**src/rtl/alu_sched.sv**
```systemverilog
// -----------------------------------------------------------------------------
// alu_sched
//
// Two-requester front end for one shared, purely combinational ALU.
//   - The requester selected by the arbiter has its operands and opcode steered
//     to alu_x / alu_y / alu_ctrl.
//   - On the clock edge that ends a grant cycle, the ALU result, the granted
//     requester id and the condition flags go into a one-entry response
//     register. Latency is one cycle and the block can issue one op per cycle.
//   - While a response is held and not yet accepted, no new grant is issued.
//
// Opcodes: 0 add, 1 sub (a - b), 2 and, 3 xor.
//
// Build option:
//   ALU_SCHED_FIXED_PRIO_EN - when defined, req0 always wins contention and the
//                             last-granted pointer is not built. Without it,
//                             contention is resolved round-robin.
//
// Reset is synchronous and active-high.
// -----------------------------------------------------------------------------
module alu_sched #(
    parameter int W = 64
) (
    input  logic         clk,
    input  logic         rst,

    // Requester 0
    input  logic         req0_valid,
    output logic         req0_ready,
    input  logic [W-1:0] req0_a,
    input  logic [W-1:0] req0_b,
    input  logic [1:0]   req0_op,

    // Requester 1
    input  logic         req1_valid,
    output logic         req1_ready,
    input  logic [W-1:0] req1_a,
    input  logic [W-1:0] req1_b,
    input  logic [1:0]   req1_op,

    // Shared ALU
    output logic [W-1:0] alu_x,
    output logic [W-1:0] alu_y,
    output logic [1:0]   alu_ctrl,
    input  logic [W-1:0] alu_res,
    input  logic         alu_carry,

    // Response
    output logic         rsp_valid,
    input  logic         rsp_ready,
    output logic         rsp_id,
    output logic [W-1:0] rsp_res,
    output logic         rsp_cf,
    output logic         rsp_zf,
    output logic         rsp_sf,
    output logic         rsp_of
);

    // -------------------------------------------------------------------------
    // Local types and constants
    // -------------------------------------------------------------------------
    typedef enum logic {
        EMPTY = 1'b0,
        FULL  = 1'b1
    } state_e;

    localparam logic [1:0] OP_ADD = 2'd0;
    localparam logic [1:0] OP_SUB = 2'd1;
    localparam logic [1:0] OP_AND = 2'd2;
    localparam logic [1:0] OP_XOR = 2'd3;

    // -------------------------------------------------------------------------
    // Declarations
    // -------------------------------------------------------------------------
    state_e         state_q;
    state_e         state_d;

    logic           grant_ok;     // the response slot can take a new result
    logic           pick1;        // arbiter selects requester 1
    logic           grant;        // a transfer happens this cycle

    logic           flag_cf;
    logic           flag_zf;
    logic           flag_sf;
    logic           flag_of;

    logic           rsp_id_q;
    logic           rsp_id_d;
    logic [W-1:0]   rsp_res_q;
    logic [W-1:0]   rsp_res_d;
    logic           rsp_cf_q;
    logic           rsp_cf_d;
    logic           rsp_zf_q;
    logic           rsp_zf_d;
    logic           rsp_sf_q;
    logic           rsp_sf_d;
    logic           rsp_of_q;
    logic           rsp_of_d;

    // -------------------------------------------------------------------------
    // FSM: state register
    // -------------------------------------------------------------------------
    // NOTE: sequential state is written with non-blocking assignments only, so
    // every register samples the pre-edge value of every other register.
    always_ff @(posedge clk) begin
        if (rst) begin
            state_q <= EMPTY;
        end else begin
            state_q <= state_d;
        end
    end

    // -------------------------------------------------------------------------
    // FSM: next state - a grant always lands a result; an accepted response
    // with nothing new behind it drains the slot.
    // -------------------------------------------------------------------------
    always_comb begin
        // NOTE: a default assignment at the top of every combinational block
        // keeps each path assigned and prevents latch inference.
        state_d = state_q;
        if (grant) begin
            state_d = FULL;
        end else if ((state_q == FULL) && rsp_ready) begin
            state_d = EMPTY;
        end
    end

    // -------------------------------------------------------------------------
    // FSM: outputs - slot availability and response-valid decode
    // -------------------------------------------------------------------------
    always_comb begin
        rsp_valid = (state_q == FULL);
        // A new op may issue into an empty slot, or into a full slot whose
        // contents are being consumed this same cycle. Nothing issues in reset.
        grant_ok  = !rst && ((state_q == EMPTY) || rsp_ready);
    end

    // -------------------------------------------------------------------------
    // Arbitration
    // -------------------------------------------------------------------------
`ifdef ALU_SCHED_FIXED_PRIO_EN

    // Fixed priority: requester 1 wins only when requester 0 is idle
    always_comb begin
        pick1 = req1_valid && !req0_valid;
    end

`else

    // Last-granted pointer: 1 means requester 1 won the most recent grant.
    // Reset value 1 hands the first contention to requester 0.
    logic last_q;
    logic last_d;

    // Round-robin: under contention, the requester not granted last wins
    always_comb begin
        pick1 = req1_valid && (!req0_valid || !last_q);
    end

    // Pointer advances only when a transfer actually happens
    always_comb begin
        last_d = last_q;
        if (grant) begin
            last_d = pick1;
        end
    end

    // Pointer register
    always_ff @(posedge clk) begin
        if (rst) begin
            last_q <= 1'b1;
        end else begin
            last_q <= last_d;
        end
    end

`endif

    // Handshake decode: at most one ready, only toward a valid requester
    always_comb begin
        req0_ready = grant_ok && req0_valid && !pick1;
        req1_ready = grant_ok && pick1;
        grant      = req0_ready || req1_ready;
    end

    // -------------------------------------------------------------------------
    // Shared ALU operand steering - requester 1 only while it is granted,
    // requester 0 otherwise (values outside a grant are don't-care downstream).
    // -------------------------------------------------------------------------
    always_comb begin
        alu_x    = req0_a;
        alu_y    = req0_b;
        alu_ctrl = req0_op;
        if (req1_ready) begin
            alu_x    = req1_a;
            alu_y    = req1_b;
            alu_ctrl = req1_op;
        end
    end

    // -------------------------------------------------------------------------
    // Condition flags from the ALU result and the operands it was given.
    // Carry comes straight from the ALU for arithmetic ops. Signed overflow is
    // detected from sign bits: add overflows when like-signed operands give a
    // result of the other sign; sub overflows when unlike-signed operands give
    // a result whose sign differs from the minuend.
    // -------------------------------------------------------------------------
    always_comb begin
        flag_zf = (alu_res == '0);
        flag_sf = alu_res[W-1];
        flag_cf = 1'b0;
        flag_of = 1'b0;
        unique case (alu_ctrl)
            OP_ADD: begin
                flag_cf = alu_carry;
                flag_of = (alu_x[W-1] == alu_y[W-1]) && (alu_res[W-1] != alu_x[W-1]);
            end
            OP_SUB: begin
                flag_cf = alu_carry;
                flag_of = (alu_x[W-1] != alu_y[W-1]) && (alu_res[W-1] != alu_x[W-1]);
            end
            OP_AND,
            OP_XOR: begin
                flag_cf = 1'b0;
                flag_of = 1'b0;
            end
            default: begin
                flag_cf = 1'b0;
                flag_of = 1'b0;
            end
        endcase
    end

    // -------------------------------------------------------------------------
    // Response payload next-state: load on a grant, otherwise hold so the
    // outputs stay stable while the consumer stalls.
    // -------------------------------------------------------------------------
    always_comb begin
        rsp_id_d  = rsp_id_q;
        rsp_res_d = rsp_res_q;
        rsp_cf_d  = rsp_cf_q;
        rsp_zf_d  = rsp_zf_q;
        rsp_sf_d  = rsp_sf_q;
        rsp_of_d  = rsp_of_q;
        if (grant) begin
            rsp_id_d  = req1_ready;
            rsp_res_d = alu_res;
            rsp_cf_d  = flag_cf;
            rsp_zf_d  = flag_zf;
            rsp_sf_d  = flag_sf;
            rsp_of_d  = flag_of;
        end
    end

    // Response payload registers - cleared by reset so a discarded result
    // never leaks onto the outputs
    always_ff @(posedge clk) begin
        if (rst) begin
            rsp_id_q  <= 1'b0;
            rsp_res_q <= '0;
            rsp_cf_q  <= 1'b0;
            rsp_zf_q  <= 1'b0;
            rsp_sf_q  <= 1'b0;
            rsp_of_q  <= 1'b0;
        end else begin
            rsp_id_q  <= rsp_id_d;
            rsp_res_q <= rsp_res_d;
            rsp_cf_q  <= rsp_cf_d;
            rsp_zf_q  <= rsp_zf_d;
            rsp_sf_q  <= rsp_sf_d;
            rsp_of_q  <= rsp_of_d;
        end
    end

    // -------------------------------------------------------------------------
    // Output wiring
    // -------------------------------------------------------------------------
    assign rsp_id  = rsp_id_q;
    assign rsp_res = rsp_res_q;
    assign rsp_cf  = rsp_cf_q;
    assign rsp_zf  = rsp_zf_q;
    assign rsp_sf  = rsp_sf_q;
    assign rsp_of  = rsp_of_q;

endmodule

```
**config.mk**
```make
export PLATFORM = sky130hd
export DESIGN_NAME = alu_sched
export DESIGN_NICKNAME = d
export VERILOG_FILES = /design/src/rtl/alu_sched.sv
export SDC_FILE = /design/constraint.sdc
export NUM_CORES = 1
export LEC_CHECK = 0
export CAP_MARGIN = 30
export CORE_AREA = 3 3 205 207
export CTS_CLUSTER_DIAMETER = 30
export DETAILED_ROUTE_END_ITERATION = 10
export DIE_AREA = 0 0 208 210
export HOLD_SLACK_MARGIN = 0.05
export PLACE_DENSITY_LB_ADDON = 0.25
export SLEW_MARGIN = 10
export SYNTH_ARGS = -nofsm -noshare
export SYNTH_HDL_FRONTEND = slang
export SYNTH_SLANG_ARGS = --single-unit
```
**constraint.sdc**
```tcl
create_clock -name clk -period 2.89 [get_ports clk]
set_input_delay 0.867 -clock clk [delete_from_list [all_inputs] [get_ports clk]]
set_output_delay 0.867 -clock clk [all_outputs]
set_load 0.01 [all_outputs]
```
# Yosys cells after proc, flatten, opt, wreduce, memory -nomap -nowiden
# Index checks and enable logic that the tools add are counted.
# word_totals
memories	0
latchBits	0
ram_bits	0
rom_bits	0
register_bits	71
elab_cells	42
in_bits	330
# classes
n_mux	7
div_mod_pow	0
n_shift	0
mul	0
order_cmp	0
n_bitwise	1
reduce_logical	20
add_sub_neg	0
n_eq_ne	6
# op_table
op	n
64-bit two-way mux	2
64-bit zero test	1
1-bit logical AND	8
2-bit == test (second input constant)	2
1-bit zero test	4
2-bit OR reduction	2
1-bit logical OR	3
1-bit case mux with 3 select lines	1
2-bit by 1-bit == test with 1-bit output (second input constant)	1
2-bit zero test	1
1-bit two-way mux	2
2-bit two-way mux	1
1-bit != test	2
1-bit case mux with 2 select lines	1
2-bit nonzero test	1
1-bit == test	1
1-bit inverter	1

# Longest topological paths before layout
# logic_depth
word_depth	8
ltp_mapped	7
depth_no_buf	4

# Worst setup path before layout
# No wires, ideal clock.
# synth_timing
kind	input to output
startpoint	in rsp_ready
endpoint	out alu_x[57]
n_path_buf	2
path_stages	5
arrival_ps	2101
path_slack_ps	-78
path_cell_list	and2b_1 -> nor3_4 -> buf_4 -> buf_4 -> mux2_2
# synth_via
elab_chain_cells	4
# synth_rtl
item	line_no	text
start: declaration	50	input logic rsp_ready,
1-bit logical OR	135	grant_ok = !rst && ((state_q == EMPTY) || rsp_ready);
1-bit logical AND	135	
1-bit logical AND	182	req1_ready = grant_ok && pick1;
via req1_ready	36	output logic req1_ready,
64-bit two-way mux	194	if (req1_ready) begin
end: declaration	42	output logic [W-1:0] alu_x,
# The timed path passes the listed nets, and every way through them passes these cells.

# Worst setup path after layout
# layout_timing
startpoint	in rsp_ready
endpoint	out alu_x[29]
# layout_via
elab_chain_cells	4
# layout_rtl
item	line_no
1-bit logical OR	135
1-bit logical AND	135
1-bit logical AND	182
64-bit two-way mux	194
# No other way between the ends.

==> results.sh <==
export IMPL_synth_top_family_by_area="multiplexers"
export IMPL_nFillCells=4367
export IMPL_synthXorXnorAreaFrac_pct=0.414
export IMPL_fin_nets=1410
export IMPL_power_frac_seq_pct=26.8
export IMPL_clk_latency_ps=350
export IMPL_synth_ff_type="dfxtp_1"
export IMPL_yosys_area_share_simple_pct=17.2
export IMPL_grt_max_degree=57
export IMPL_p_per_area_nw_per_um2=333
export IMPL_path_cells="buf_6 -> and2b_2 -> nor3_4 -> buf_12 -> buf_8 -> buf_12 -> buf_12 -> buf_6 -> mux2_4 -> buf_6"
export IMPL_synth_edf_count=0
export IMPL_die_area_um2=43700
export IMPL_cpMaxStageDelayCell="mux2_4"
export IMPL_slowest_delay_ps=290
export IMPL_synth_seq_cells=70
export IMPL_antenna_found_initial=10
export IMPL_cp_arrival_ps=2380
export IMPL_clock_skew_ps=14.4
export IMPL_syn_avg_cell_area_um2=8.66
export IMPL_grt_pass1_vias=6394
export IMPL_synth_distinct_cells=29
export IMPL_drive_gt1_share_pct=33.5
export IMPL_p_comb_share_pct=41.5
export IMPL_netlist_instances=488
export IMPL_tightest_slew_ps=640
export IMPL_yosysWarnings=0
export IMPL_min_path_type="flop to flop"
export IMPL_final_area_um2=11700
export IMPL_ant_nets=0
export IMPL_grtUsageTotal_pct=14.2
export IMPL_start_util_pct=10.4
export IMPL_violations="negative setup slack"
export IMPL_drt_total_wl_um=32800
export IMPL_irDropWorstVdd_v=0.000244
export IMPL_routedWlPerCell_um=20.2
export IMPL_worst_setup_path_start_kind="input pin"
export IMPL_grt_overflow_total=0
export IMPL_grt_pass1_wl_um=45100
export IMPL_routed_via_count=6012
export IMPL_slew_viol_final=0
export IMPL_rsz0062_at_grt="true"
export IMPL_total_power_mw=3.91
export IMPL_synth_top_area_share_pct=34.4
export IMPL_synth_area_um2=4230
export IMPL_clockBufferDepth=2
export IMPL_period_minus_slack_ps=3250
export IMPL_setup_viol=131
export IMPL_cts_tree="yes"
export IMPL_ys_seq_area_share_pct=33.1
export IMPL_cp_max_fo=8
export IMPL_leakagePower_nw=4.70
export IMPL_syn_num_nets=818
export IMPL_dp_hpwl_um=27000
export IMPL_r2r_start="rsp_valid"
export IMPL_critPathLaunch="rsp_ready"
export IMPL_fmax_mhz=308
export IMPL_synth_compound_area_share_pct=9.44
export IMPL_drcViolationCount=0
export IMPL_async_reset_ff_share_pct=0
export IMPL_period_share_pct=112
export IMPL_finalSetupTns_ps=-34690
export IMPL_worst_slack_ps=-359
export IMPL_syn2layout_area_growth_pct=178
export IMPL_hold_viol=0
export IMPL_rows=74
export IMPL_numCtsBuffers=9
export IMPL_drtIter0Drc=178
export IMPL_path_clk_slew_ps=60
export IMPL_hold_buffers=0
export IMPL_portBuffers=531
export IMPL_io_pins=532
export IMPL_htreeDepth=3
export IMPL_die_h_um=210
export IMPL_p_sw_mw=1.07
export IMPL_viasPerCell=3.71
export IMPL_core_area_um2=40600
export IMPL_synth_fa_ha_area_share_pct=0
export IMPL_p_sw_share_pct=27.3
export IMPL_synth_area_leaders="mux2_2, dfxtp_1, nand2_1, a21oi_1, nor4_1"
export IMPL_required_ps=2020
export IMPL_yosysTopAreaCell="mux2_2"
export IMPL_cts_root_buf="clkbuf_16"
export IMPL_die_width_um=208
export IMPL_gp_congestion=0.828
export IMPL_power_frac_clock_pct=31.7
export IMPL_worstSetupPathType="input pin to primary output"
export IMPL_dpl_cell_area_um2=10500
export IMPL_drv_cap=0
export IMPL_first_pass_iters=4
export IMPL_outcome="complete, but fails checks"
export IMPL_clkSinkCount=70
export IMPL_min_delay_start="rsp_cf"
export IMPL_relSlewSlack_pct=56.9
export IMPL_cp_end_kind="primary output"
export IMPL_intPower_mw=2.84
export IMPL_synth_mux_area_share_pct=34.9
==> cells by family (layout without fill, tap and decap cells) <==
family,count (synthesis),count (layout)
multiplexers,130,130
flip-flops,70,70
AND/OR/NAND/NOR,170,170
other,0,2
AO/OA/AOI/OAI,75,75
buffers and inverters,41,638
XOR/XNOR,2,2
==> critical path, delay by kind of cell <==
family        cells  cell delay [ps]
buf+inv           7              780
mux               1              290
simple gates      2              430
==> flip-flops by register name, summed over array words and instances (netlist names) <==
register	flops
rsp_cf	1
rsp_valid	1
rsp_zf	1
rsp_of	1
rsp_res	64
last_q	1
rsp_id	1
==> Yosys cell counts (2+ instances only) <==
library cell / number
inv_1: 3
xor2_1: 2
nand2_1: 133
nor2_1: 4
and2_1: 2
nand3_1: 2
o21ai_0: 3
buf_4: 9
or3_1: 2
nor3_1: 3
mux2_2: 129
clkbuf_1: 14
buf_2: 15
nor4_1: 15
a21oi_1: 66
nand4_1: 4
dfxtp_1: 70
==> cell usage in the layout (no fill, tap or decap), types with 2 or more instances in the layout <==
| master | instances |
|---|---|
| a21oi_1 | 66 |
| and2_1 | 2 |
| buf_12 | 16 |
| buf_16 | 3 |
| buf_2 | 13 |
| buf_4 | 43 |
| buf_6 | 111 |
| buf_8 | 9 |
| bufinv_16 | 2 |
| clkbuf_16 | 10 |
| clkbuf_2 | 14 |
| clkdlybuf4s15_1 | 3 |
| clkdlybuf4s50_1 | 395 |
| clkinv_2 | 2 |
| clkinvlp_4 | 2 |
| dfxtp_1 | 70 |
| diode_2 | 2 |
| dlygate4sd2_1 | 11 |
| inv_1 | 3 |
| mux2_2 | 39 |
| mux2_4 | 90 |
| nand2_1 | 133 |
| nand3_1 | 2 |
| nand4_1 | 4 |
| nor2_1 | 4 |
| nor3_1 | 2 |
| nor4_1 | 15 |
| o21ai_0 | 2 |
| xor2_1 | 2 |
==> final timing paths <==
check / end / slack (ps) / cells past startpoint
max reg2reg: rsp_of / 720 / 9
min: rsp_cf / 450 / 2
min reg2reg: rsp_cf / 450 / 2
max: alu_x[29] / -360 / 10
==> power by group through the flow <==
| stage | sequential (mW) | clock (mW) | combinational, mW |
|---|---|---|---|
| floorplan | 1.09 | 0 | 0.421 |
| global placement | 1.07 | 0 | 1.47 |
| detailed placement | 1.07 | 0 | 1.47 |
| CTS | 1.05 | 1.30 | 1.59 |
| global route | 1.05 | 1.34 | 1.72 |
| finish | 1.05 | 1.24 | 1.62 |
==> cell type report <==
cell class	instances	area, um^2	share of cell area, %
antenna	2	5.00	0.0427
clock buffer	10	239	2.04
clock inverter	6	85.1	0.725
inverter	3	11.3	0.0960
multi-input combinational	377	2980	25.4
sequential	70	1400	11.9
tap	532	666	5.67
timing repair buffer	619	6350	54.1
==> routing by layer <==
metal,routed length [um],share of wire (%),track usage (%),up-vias
met5,84,0.26,0,-
met4,518,1.6,3.19,16
met3,2470,7.5,5.03,40
met2,16800,51,25.4,273
met1,12900,39,16.2,2786
li1,-,-,-,2897
==> per-stage QoR <==
stage	utilization (%)	hold slack (ps)	worst slack, ps	cells
2_1_floorplan	-	476	-34.7	488
4_1_cts	28.3	454	-477	1610
5_1_grt	28.9	466	-419	1618
6_report	28.9	450	-359	1619
3_3_place_gp	25.9	439	-1090	1555
3_5_place_dp	25.9	446	-1100	1555
==> repair_timing <==
action | CTS | global route
endpoints found under the setup margin | 132 | 131
pin swaps | 1 | 1
setup buffers | 35 | 13
resized for setup | 625 | 110
endpoints found under the hold margin | 0 | 0
cloned | 4 | 2
No activity file was read; power rests on OpenSTA's default activity.
